## config.mk

```make
export PLATFORM = sky130hd
export DESIGN_NAME = sm4_key_exp_ctrl_flat
export DESIGN_NICKNAME = d
export VERILOG_FILES = /design/src/rtl/sm4_key_exp_ctrl_pkg.sv /design/src/rtl/sm4_key_exp_ctrl_if.sv /design/src/rtl/sm4_key_exp_ctrl_one_round.sv /design/src/rtl/sm4_key_exp_ctrl.sv /design/src/flat_wrapper.sv
export SDC_FILE = /design/constraint.sdc
export NUM_CORES = 2
export LEC_CHECK = 0
export BUFFER_PORTS_ARGS = -buffer_cell sky130_fd_sc_hd__buf_4
export CORE_MARGIN = 2
export CORE_UTILIZATION = 25
export CTS_BUF_LIST = sky130_fd_sc_hd__clkbuf_8
export CTS_CLUSTER_SIZE = 20
export DETAILED_ROUTE_END_ITERATION = 10
export PLACE_DENSITY = 0.43
export SKIP_CTS_REPAIR_TIMING = 1
export SYNTH_ARGS = -nofsm -noshare
export SYNTH_HDL_FRONTEND = slang
export SYNTH_SLANG_ARGS = --single-unit
```

## constraint.sdc

```tcl
create_clock -name clk -period 6.1 [get_ports clk]
set_input_delay 0.915 -clock clk [delete_from_list [all_inputs] [get_ports clk]]
set_output_delay 0.915 -clock clk [all_outputs]
set_load 0.03 [all_outputs]
```

## src/rtl/sm4_key_exp_ctrl_pkg.sv

```systemverilog
// Shared SM4 key-expansion constants: round count, FK words, controller state encoding
// and the on-chip CK(i) generator.
package sm4_pkg;

  localparam int SM4_ROUNDS = 32;

  localparam logic [31:0] FK0 = 32'ha3b1bac6;
  localparam logic [31:0] FK1 = 32'h56aa3350;
  localparam logic [31:0] FK2 = 32'h677d9197;
  localparam logic [31:0] FK3 = 32'hb27022dc;

  typedef enum logic [1:0] {
    ST_IDLE = 2'd0,
    ST_RUN  = 2'd1,
    ST_DONE = 2'd2
  } state_t;

  // Each CK byte is ((4*i + j) * 7) mod 256, with byte j=0 at [31:24].
  function automatic logic [31:0] ck_calc(input logic [4:0] i);
    logic [7:0] idx;
    ck_calc = '0;
    for (int j = 0; j < 4; j++) begin
      idx = {1'b0, i, 2'b00} + 8'(j);
      ck_calc[31-8*j -: 8] = 8'(idx * 8'd7);
    end
  endfunction

endpackage

```

## src/rtl/sm4_key_exp_ctrl_if.sv

```systemverilog
// Host key-load and cipher-core read-port bundle for the SM4 key-expansion controller.
// SM4_RK_STREAM_EN adds the per-round rk stream outputs.
interface sm4_key_exp_ctrl_if;

  logic         key_start_in;
  logic [127:0] key_in;
  logic         key_busy_out;
  logic         key_ready_out;
  logic         rk_rd_en_in;
  logic [4:0]   rk_rd_addr_in;
  logic         rk_dec_order_in;
  logic [31:0]  rk_out;
  logic         rk_valid_out;
`ifdef SM4_RK_STREAM_EN
  logic         rk_stream_valid_out;
  logic [4:0]   rk_stream_idx_out;
  logic [31:0]  rk_stream_out;

  modport master (
    output key_start_in, key_in, rk_rd_en_in, rk_rd_addr_in, rk_dec_order_in,
    input  key_busy_out, key_ready_out, rk_out, rk_valid_out,
    input  rk_stream_valid_out, rk_stream_idx_out, rk_stream_out
  );
  modport slave (
    input  key_start_in, key_in, rk_rd_en_in, rk_rd_addr_in, rk_dec_order_in,
    output key_busy_out, key_ready_out, rk_out, rk_valid_out,
    output rk_stream_valid_out, rk_stream_idx_out, rk_stream_out
  );
`else
  modport master (
    output key_start_in, key_in, rk_rd_en_in, rk_rd_addr_in, rk_dec_order_in,
    input  key_busy_out, key_ready_out, rk_out, rk_valid_out
  );
  modport slave (
    input  key_start_in, key_in, rk_rd_en_in, rk_rd_addr_in, rk_dec_order_in,
    output key_busy_out, key_ready_out, rk_out, rk_valid_out
  );
`endif

endinterface

```

## src/rtl/sm4_key_exp_ctrl_one_round.sv

```systemverilog
// One combinational SM4 key-expansion round: {K0..K3} -> {K1,K2,K3,K4}.
// Round 0 folds in the FK whitening so the controller can load the raw user key.
module one_round_for_key_exp
  import sm4_pkg::*;
(
  input  logic [4:0]   count_round_in,
  input  logic [127:0] data_in,
  input  logic [31:0]  ck_parameter_in,
  output logic [127:0] result_out
);

  localparam logic [7:0] SBOX [256] = '{
    8'hd6,8'h90,8'he9,8'hfe,8'hcc,8'he1,8'h3d,8'hb7,8'h16,8'hb6,8'h14,8'hc2,8'h28,8'hfb,8'h2c,8'h05,
    8'h2b,8'h67,8'h9a,8'h76,8'h2a,8'hbe,8'h04,8'hc3,8'haa,8'h44,8'h13,8'h26,8'h49,8'h86,8'h06,8'h99,
    8'h9c,8'h42,8'h50,8'hf4,8'h91,8'hef,8'h98,8'h7a,8'h33,8'h54,8'h0b,8'h43,8'hed,8'hcf,8'hac,8'h62,
    8'he4,8'hb3,8'h1c,8'ha9,8'hc9,8'h08,8'he8,8'h95,8'h80,8'hdf,8'h94,8'hfa,8'h75,8'h8f,8'h3f,8'ha6,
    8'h47,8'h07,8'ha7,8'hfc,8'hf3,8'h73,8'h17,8'hba,8'h83,8'h59,8'h3c,8'h19,8'he6,8'h85,8'h4f,8'ha8,
    8'h68,8'h6b,8'h81,8'hb2,8'h71,8'h64,8'hda,8'h8b,8'hf8,8'heb,8'h0f,8'h4b,8'h70,8'h56,8'h9d,8'h35,
    8'h1e,8'h24,8'h0e,8'h5e,8'h63,8'h58,8'hd1,8'ha2,8'h25,8'h22,8'h7c,8'h3b,8'h01,8'h21,8'h78,8'h87,
    8'hd4,8'h00,8'h46,8'h57,8'h9f,8'hd3,8'h27,8'h52,8'h4c,8'h36,8'h02,8'he7,8'ha0,8'hc4,8'hc8,8'h9e,
    8'hea,8'hbf,8'h8a,8'hd2,8'h40,8'hc7,8'h38,8'hb5,8'ha3,8'hf7,8'hf2,8'hce,8'hf9,8'h61,8'h15,8'ha1,
    8'he0,8'hae,8'h5d,8'ha4,8'h9b,8'h34,8'h1a,8'h55,8'had,8'h93,8'h32,8'h30,8'hf5,8'h8c,8'hb1,8'he3,
    8'h1d,8'hf6,8'he2,8'h2e,8'h82,8'h66,8'hca,8'h60,8'hc0,8'h29,8'h23,8'hab,8'h0d,8'h53,8'h4e,8'h6f,
    8'hd5,8'hdb,8'h37,8'h45,8'hde,8'hfd,8'h8e,8'h2f,8'h03,8'hff,8'h6a,8'h72,8'h6d,8'h6c,8'h5b,8'h51,
    8'h8d,8'h1b,8'haf,8'h92,8'hbb,8'hdd,8'hbc,8'h7f,8'h11,8'hd9,8'h5c,8'h41,8'h1f,8'h10,8'h5a,8'hd8,
    8'h0a,8'hc1,8'h31,8'h88,8'ha5,8'hcd,8'h7b,8'hbd,8'h2d,8'h74,8'hd0,8'h12,8'hb8,8'he5,8'hb4,8'hb0,
    8'h89,8'h69,8'h97,8'h4a,8'h0c,8'h96,8'h77,8'h7e,8'h65,8'hb9,8'hf1,8'h09,8'hc5,8'h6e,8'hc6,8'h84,
    8'h18,8'hf0,8'h7d,8'hec,8'h3a,8'hdc,8'h4d,8'h20,8'h79,8'hee,8'h5f,8'h3e,8'hd7,8'hcb,8'h39,8'h48
  };

  logic [127:0] k_cur;
  logic [31:0]  t_in;
  logic [31:0]  tau_out;
  logic [31:0]  l_out;

  assign k_cur   = (count_round_in == 5'd0) ? (data_in ^ {FK0, FK1, FK2, FK3}) : data_in;
  assign t_in    = k_cur[95:64] ^ k_cur[63:32] ^ k_cur[31:0] ^ ck_parameter_in;
  assign tau_out = {SBOX[t_in[31:24]], SBOX[t_in[23:16]], SBOX[t_in[15:8]], SBOX[t_in[7:0]]};
  // Key-schedule linear transform: B ^ (B <<< 13) ^ (B <<< 23).
  assign l_out   = tau_out ^ {tau_out[18:0], tau_out[31:19]} ^ {tau_out[8:0], tau_out[31:9]};

  assign result_out = {k_cur[95:0], k_cur[127:96] ^ l_out};

endmodule

```

## src/rtl/sm4_key_exp_ctrl.sv

```systemverilog
// SM4 key-expansion controller: 32 rounds at one per clock into a 32x32 rk file, served
// through a 1-clock registered read port. SM4_RK_STREAM_EN adds a registered rk write stream.
module sm4_key_exp_ctrl
  import sm4_pkg::*;
(
  input logic              clk,
  input logic              reset_n,
  sm4_key_exp_ctrl_if.slave bus
);

  state_t        st;
  logic [4:0]    round_cnt;
  logic [127:0]  state_reg;
  logic          key_busy;
  logic          key_ready;
  logic [31:0]   ck_value;
  logic [127:0]  round_result;
  logic [31:0]   rk_file [SM4_ROUNDS];
  logic [4:0]    addr_eff;
  logic [31:0]   rk_q;
  logic          rk_valid_q;

  assign ck_value = ck_calc(round_cnt);

  one_round_for_key_exp u_one_round_key (
    .count_round_in  (round_cnt),
    .data_in         (state_reg),
    .ck_parameter_in (ck_value),
    .result_out      (round_result)
  );

  // Starts arriving during RUN are dropped; the 31->0 counter wrap is the normal exit.
  always_ff @(posedge clk or negedge reset_n) begin
    if (!reset_n) begin
      st        <= ST_IDLE;
      round_cnt <= '0;
      state_reg <= '0;
      key_busy  <= 1'b0;
      key_ready <= 1'b0;
    end else begin
      case (st)
        ST_IDLE, ST_DONE: begin
          if (bus.key_start_in) begin
            st        <= ST_RUN;
            state_reg <= bus.key_in;
            round_cnt <= '0;
            key_ready <= 1'b0;
            key_busy  <= 1'b1;
          end
        end
        ST_RUN: begin
          state_reg <= round_result;
          round_cnt <= round_cnt + 5'd1;
          if (round_cnt == 5'd31) begin
            st        <= ST_DONE;
            key_busy  <= 1'b0;
            key_ready <= 1'b1;
          end
        end
        default: st <= ST_IDLE;
      endcase
    end
  end

  always_ff @(posedge clk or negedge reset_n) begin
    if (!reset_n) begin
      for (int i = 0; i < SM4_ROUNDS; i++) rk_file[i] <= '0;
    end else if (st == ST_RUN) begin
      rk_file[round_cnt] <= round_result[31:0];
    end
  end

  assign addr_eff = bus.rk_dec_order_in ? (5'd31 - bus.rk_rd_addr_in) : bus.rk_rd_addr_in;

  // rk_out only moves on a qualified read, so a not-ready read leaves it untouched.
  always_ff @(posedge clk or negedge reset_n) begin
    if (!reset_n) begin
      rk_q       <= '0;
      rk_valid_q <= 1'b0;
    end else begin
      rk_valid_q <= bus.rk_rd_en_in & key_ready;
      if (bus.rk_rd_en_in && key_ready) rk_q <= rk_file[addr_eff];
    end
  end

  assign bus.key_busy_out  = key_busy;
  assign bus.key_ready_out = key_ready;
  assign bus.rk_out        = rk_q;
  assign bus.rk_valid_out  = rk_valid_q;

`ifdef SM4_RK_STREAM_EN
  logic        stream_vld;
  logic [4:0]  stream_idx;
  logic [31:0] stream_dat;

  always_ff @(posedge clk or negedge reset_n) begin
    if (!reset_n) begin
      stream_vld <= 1'b0;
      stream_idx <= '0;
      stream_dat <= '0;
    end else begin
      stream_vld <= (st == ST_RUN);
      if (st == ST_RUN) begin
        stream_idx <= round_cnt;
        stream_dat <= round_result[31:0];
      end
    end
  end

  assign bus.rk_stream_valid_out = stream_vld;
  assign bus.rk_stream_idx_out   = stream_idx;
  assign bus.rk_stream_out       = stream_dat;
`endif

endmodule
```

## src/flat_wrapper.sv

```systemverilog
// flat-port wrapper written by rule: the top's interface ports become plain ports
module sm4_key_exp_ctrl_flat import sm4_pkg::*;
  (clk, reset_n, bus_key_start_in, bus_key_in, bus_rk_rd_en_in, bus_rk_rd_addr_in, bus_rk_dec_order_in, bus_key_busy_out, bus_key_ready_out, bus_rk_out, bus_rk_valid_out);
  sm4_key_exp_ctrl_if bus_i ();
  input logic clk;
  input logic reset_n;
  input wire logic [$bits(bus_i.key_start_in)-1:0] bus_key_start_in;
  input wire logic [$bits(bus_i.key_in)-1:0] bus_key_in;
  input wire logic [$bits(bus_i.rk_rd_en_in)-1:0] bus_rk_rd_en_in;
  input wire logic [$bits(bus_i.rk_rd_addr_in)-1:0] bus_rk_rd_addr_in;
  input wire logic [$bits(bus_i.rk_dec_order_in)-1:0] bus_rk_dec_order_in;
  output wire logic [$bits(bus_i.key_busy_out)-1:0] bus_key_busy_out;
  output wire logic [$bits(bus_i.key_ready_out)-1:0] bus_key_ready_out;
  output wire logic [$bits(bus_i.rk_out)-1:0] bus_rk_out;
  output wire logic [$bits(bus_i.rk_valid_out)-1:0] bus_rk_valid_out;
  assign bus_i.key_start_in = bus_key_start_in;
  assign bus_i.key_in = bus_key_in;
  assign bus_i.rk_rd_en_in = bus_rk_rd_en_in;
  assign bus_i.rk_rd_addr_in = bus_rk_rd_addr_in;
  assign bus_i.rk_dec_order_in = bus_rk_dec_order_in;
  assign bus_key_busy_out = bus_i.key_busy_out;
  assign bus_key_ready_out = bus_i.key_ready_out;
  assign bus_rk_out = bus_i.rk_out;
  assign bus_rk_valid_out = bus_i.rk_valid_out;
  sm4_key_exp_ctrl u_core (.clk(clk), .reset_n(reset_n), .bus(bus_i));
endmodule
```

* Yosys cells after proc, flatten, opt, wreduce, memory -nomap -nowiden
Memory sizes are Yosys's and may differ from the RTL's.
Index checks and enable logic that the tools add are counted.
** Word-level totals
- Output and inout port bits :: 35
- Bits in registers :: 1194
- Memories kept :: 4
- Input port bits :: 138
- ROM bits :: 8192
- Word-level logic and storage cells :: 116
** Cells by class
- Add/subtract/negate cells :: 5
- Order comparisons :: 7
- Bitwise operators :: 14
- Mux-type cells :: 29
- Eq/ne operators :: 5
- Reductions and logical operators :: 9
- Multiply operators :: 4
** Memory list
- (no name shown) :: depth 256, bits a word 8, rd ports 1, clocked after memory_dff 0, wr ports 0, line sm4_key_exp_ctrl_one_round.sv:38 : assign tau_out = {SBOX[t_in[31:24]], SBOX[t_in[23:16]], SBOX[t_in[15:8]], SBOX[t_in[7:0]]};
- (no name shown) :: depth 256, bits a word 8, rd ports 1, clocked after memory_dff 0, wr ports 0, line sm4_key_exp_ctrl_one_round.sv:38
- (no name shown) :: depth 256, bits a word 8, rd ports 1, clocked after memory_dff 0, wr ports 0, line sm4_key_exp_ctrl_one_round.sv:38
- (no name shown) :: depth 256, bits a word 8, rd ports 1, clocked after memory_dff 0, wr ports 0, line sm4_key_exp_ctrl_one_round.sv:38
** Operators with widths (count)
- bitwise mux 1024 bit :: 1
- two-way mux 128 bit :: 2
- one-hot mux 128 bit (2 select lines) :: 1
- bitwise XOR 32 bit :: 6
- binary-select mux 32 bit (select 5 bit) :: 1
- demux 32 bit (select 5 bit) :: 1
- two-way mux 32 bit :: 3
- two-way mux 8 bit :: 8
- NOT 64 bit :: 1
- greater-or-equal comparator 9 bit (second input constant) :: 4
- NOT 8 -> 9 bit :: 4
- multiplier 8 x 3 -> 8 bit (second input constant) :: 3
- adder 7 x 2 -> 8 bit (second input constant) :: 2
- greater-or-equal comparator 6 bit (second input constant) :: 2
- NOT 5 -> 6 bit :: 2
- two-way mux 5 bit :: 2
- one-hot mux 5 bit (2 select lines) :: 1
- adder 7 x 1 -> 8 bit (second input constant) :: 1
- < comparator 6 x 1 -> 1 bit (second input constant) :: 1
- multiplier 5 x 3 -> 6 bit (second input constant) :: 1
- adder 5 x 1 -> 5 bit (second input constant) :: 1
- equality test 5 bit (second input constant) :: 1
- zero test 5 bit :: 1
- subtractor 5 bit (first input constant) :: 1
- other kinds (15) :: 22

* Depth between registers and ports, before layout
- Depth in word-level cells :: 13
- Mapped depth :: 23
- Gate-level depth less buffers :: 16

* Cells and area by module
From an unflattened synthesis, not the netlist that was laid out.
** Second synthesis, totals
- Cell total of the unflattened synthesis :: 7610
- Area, all modules :: 78496.5 um^2
** By module, submodules not included
- sm4_key_exp_ctrl :: seq. area each 29878.7 um^2, area an instance 62409.9 um^2, cells an instance 4937, instances 1
- one_round_for_key_exp :: seq. area each 0.0 um^2, area an instance 16086.7 um^2, cells an instance 2673, instances 1

* Least setup slack after synthesis
OpenSTA, ideal clock, no wires.
- Path kind :: register to register
- Start :: reg u_core.round_cnt[0]
- End :: reg u_core.rk_file[126] (netlist name)
- Required time :: 5964 ps
- Library setup time :: 136 ps
- Setup slack :: 1260 ps
- Stages on the path, launching flop included :: 24
- Period minus slack after synthesis :: 4840 ps
- Buffers on the path :: 8
- Arrival :: 4704 ps
- Cells stage by stage :: dfrtp_1 -> buf_4 -> inv_1 -> ha_1 -> nand3b_1 -> buf_4 -> xnor2_1 -> buf_2 -> buf_2 -> buf_2 -> inv_1 -> ha_1 -> clkbuf_1 -> clkbuf_1 -> nand2_1 -> a32o_1 -> a22oi_1 -> nor2_1 -> o21ai_0 -> a32oi_1 -> xor2_1 -> xnor2_1 -> clkbuf_1 -> o21ai_0
** Between the ends
- Cells in the longest elaborated chain, start to end :: 13
- Elaborated cells between the ends (all ways) :: 32
- Those cells by class :: add/sub (2); mul (3); order compare (2); mux (10); bitwise (10); reduce/logical (2); memory (3)
** Ends and longest elaborated chain
- from (decl) :: line sm4_key_exp_ctrl.sv:12 : logic [4:0] round_cnt;
- from (signal assigned) :: line sm4_key_exp_ctrl.sv:53 : round_cnt <= round_cnt + 5'd1;
- branches (longest 12 deep; another with adder 7 x 1 -> 8 bit)
- bitwise mux 1024 bit * :: line sm4_key_exp_ctrl.sv:69 : rk_file[round_cnt] <= round_result[31:0];
- to (signal, indexed assignment) :: line sm4_key_exp_ctrl.sv:69
- to (decl) :: line sm4_key_exp_ctrl.sv:18 : logic [31:0] rk_file [SM4_ROUNDS];
Every way passes the cells marked *. The select of a mux whose other input is x is not followed.
A chain may end at the register's enable or synchronous reset.

* Worst setup path in the final report
- Start :: reg u_core.round_cnt[0]
- End :: reg u_core.rk_file[135] (netlist name)
** Between the ends
- Cells in the longest elaborated chain, start to end :: 13
- Elaborated cells between the ends (all ways) :: 32
- Those cells by class :: add/sub (2); mul (3); order compare (2); mux (10); bitwise (10); reduce/logical (2); memory (3)
** Ends and longest elaborated chain (line)
- branches (longest 12 deep; another with adder 7 x 2 -> 8 bit)
- bitwise mux 1024 bit * :: sm4_key_exp_ctrl.sv:69
Marked as above.

==> results.ini <==
[outcome]
status=finished, final reports clean

[worst_setup_path]
reg2reg_slack_ns=0.21
startpoint=u_core.round_cnt[0]
arrival_ns=6.66
cpMostUsedCell=buf_4
cpPeakStageDelay_ns=0.78
crit_type=reg2reg
regToRegEndpoint=u_core.rk_file[135]
path_cells=inv_1, ha_1, nand3b_1, buf_4, xnor2_2, buf_4, ha_1, o21ai_0, o22ai_1, o22ai_1, a2111oi_0, a211oi_1, buf_4, xnor2_2, buf_4, xnor2_2, buf_12, o21ai_0
cp-endpoint=u_core.rk_file[135]
r2r_start=u_core.round_cnt[0]
path_max_fanout=33
cp_slowest_cell=o21ai_0
endpoint_kind=flop
reg2reg_depth=18
startpoint_type=flop
required_ns=6.87

[placed_design]
portBuffers=172
place.gp.congestion=0.962
hpwl_mm=193

[finish]
drive_above_1_share_pct=19.3
area_growth_pct=18.0
largest_register_ffs=1024
num-fill-cells=27800
nets=7188

[global_route]
grt_pass1_wl_mm=430
grt_start_max_net_pins=169
grt_antenna_before_repair=17
grt_remaining_overflow=0
grt_use_total_pct=21.6
grt_pass1_vias=57100

[floorplanning]
die_w_um=519
rows=189
start_util_pct=25.1
coreArea_um2=265000
die_h_um=519
pin_count=173
dieArea_um2=270000

[yosys]
synthDistinctLibCells=93
syn_area_um2=66400
ys_warn_count=0
async_flop_share_pct=100
syn_avg_cell_area_um2=9.63
synth_top_flop_cell=dfrtp_1
synth-edff-count=0
yosys_register_bits=1194
netlist_instances=6890
synth_nets=7095
synth_seq_area_share_pct=45.0

[route]
avgViaCountPerCell=5.33
num_vias=57000
ant_nets=0
wirelength_mm=297
first_pass_iters=6
drt_iter0_drc=5969
drc=0
routedWlPerCell_um=27.8

[worst_hold_path]
min_path_type=in2reg

[timing]
fmax_mhz=170
finalSetupViolations=0
drv_slew=0
period_minus_slack_ns=5.89
slew_headroom_pct=18.1
fin_worst_skew_ns=0.0657
worst_slew_pin_slew_ns=1.22
tns_ns=0
rsz0062_at_grt=false
period_share_pct=96.5
hold_viol_final=0

[clock_network]
h-tree-depth=4
numCtsBuffers=201
clockBufferDepth=3
cts_tree=done
clock_sinks=1194
clk_pin_slew_ns=0.06
clock_latency_ns=0.95
cts_root_buffer=clkbuf_8

[job]
cap_violations=0

[cells in the final DEF, fill, tap and decap left out, types with 37 or more instances in the layout]
cell      count
a211oi_1     37
a21oi_1     215
a22oi_1     138
a31oi_1      58
buf_12       68
buf_4       507
clkbuf_8    264
dfrtp_1    1193
ha_1         59
inv_1       108
mux2_2       66
mux2i_1      52
mux4_2      322
nand2_1    1366
nand3_1      92
nor2_1      319
nor3_1       67
o211ai_1     64
o21ai_0     823
o21ai_1     442
o311ai_0     37
xnor2_1     141
xnor2_2      47
xor2_1       46
[cells by family (layout without fill, tap and decap cells)]
kind of cell	count (synthesis)	count (layout)	synth area share, %
XOR/XNOR	279	280	4.40
multiplexers	440	440	12.8
AND/OR/NAND/NOR	2024	2024	12.4
adder cells (fa/ha/maj)	67	67	1.34
buffers and inverters	720	973	4.42
flip-flops	1194	1194	45.0
other	0	11	0
AO/OA/AOI/OAI	2166	2166	19.6
[critical path, delay by kind of cell (launching register included)]
family                   cells  cell delay (ns)
buffers and inverters        6             1.49
XOR/XNOR                     3             0.41
AND/OR/NAND/NOR              1             0.09
flip-flops                   1             0.57
adder cells (fa/ha/maj)      2             0.71
AO/OA/AOI/OAI                6             2.36
[metal layers]
metal	up-vias	GRT usage, %	part of all wire [%]
met5	-	0	0.012
met1	28800	30.7	45
met3	538	3.77	6.9
met4	6	7.40	3.7
li1	25200	-	-
met2	2439	33.2	45
[worst min path at each step]
stage | start | end | depth (start not counted)
after floorplan | u_core.rk_file[10] | u_core.rk_file[10] | 2
after global placement | u_core.rk_file[126] | u_core.rk_file[126] | 2
after detailed placement | u_core.rk_file[263] | u_core.rk_file[263] | 2
after CTS | reset_n | u_core.rk_file[195] | 1
final | bus_key_in[32] | u_core.state_reg[32] | 3
after global routing | bus_key_in[32] | u_core.state_reg[32] | 3
[metrics by stage]
| stage | instance area (um2) | util, % | hold slack, ns | setup WS [ns] | cells |
|---|---|---|---|---|---|
| after floorplan | 66400 | - | 0.445 | 1.26 | 6890 |
| after global placement | 74000 | 28.0 | 0.456 | 0.111 | 10300 |
| after detailed placement | 74000 | 28.0 | 0.464 | 0.102 | 10300 |
| after CTS | 78300 | 29.6 | -0.0484 | 0.0402 | 10700 |
| after global routing | 78300 | 29.6 | 0.103 | 0.00521 | 10700 |
| final | 78300 | 29.6 | 0.184 | 0.211 | 10700 |
[final cells by class]
| cell class | instances | area (um2) | share of cell area, % |
|---|---|---|---|
| inverter | 33 | 124 | 0.158 |
| antenna | 11 | 27.5 | 0.0351 |
| clock buffer | 264 | 3630 | 4.64 |
| sequential | 1194 | 29900 | 38.1 |
| timing repair buffer | 576 | 5180 | 6.61 |
| tap | 3533 | 4420 | 5.64 |
| clock inverter | 100 | 581 | 0.741 |
| multi-input combinational | 4977 | 34500 | 44.0 |
[synth_stat cells (all sizes together) (11+ instances only)]
cell	n	share of area [%]
o31ai	16	0.19
nor4	19	0.19
xnor2	195	2.8
nand3	104	0.78
a32oi	19	0.25
a221oi	23	0.30
a22oi	138	1.6
a311oi	38	0.53
o221ai	31	0.41
nand2b	20	0.19
nor2	320	1.8
o211ai	64	0.72
nand2	1386	7.8
mux4	322	11
and2	28	0.26
a21o	16	0.18
ha	60	1.1
a311o	11	0.17
clkbuf	483	2.7
o311a	12	0.18
a211oi	38	0.44
xor2	60	0.81
inv	32	0.18
dfrtp	1194	45
nand4	22	0.21
mux2i	52	0.78
o21ai	1265	9.5
o311ai	46	0.62
o2111ai	30	0.40
a21oi	215	1.6
a31oi	58	0.55
a2111oi	14	0.18
o22ai	26	0.25
buf	204	1.5
o32ai	15	0.20
xnor3	19	0.64
nor3	68	0.52
mux2	66	1.1
Power is left out: the tool's default activity adds up to more than one toggle a clock period on the data nets, which glitch-free logic cannot reach.
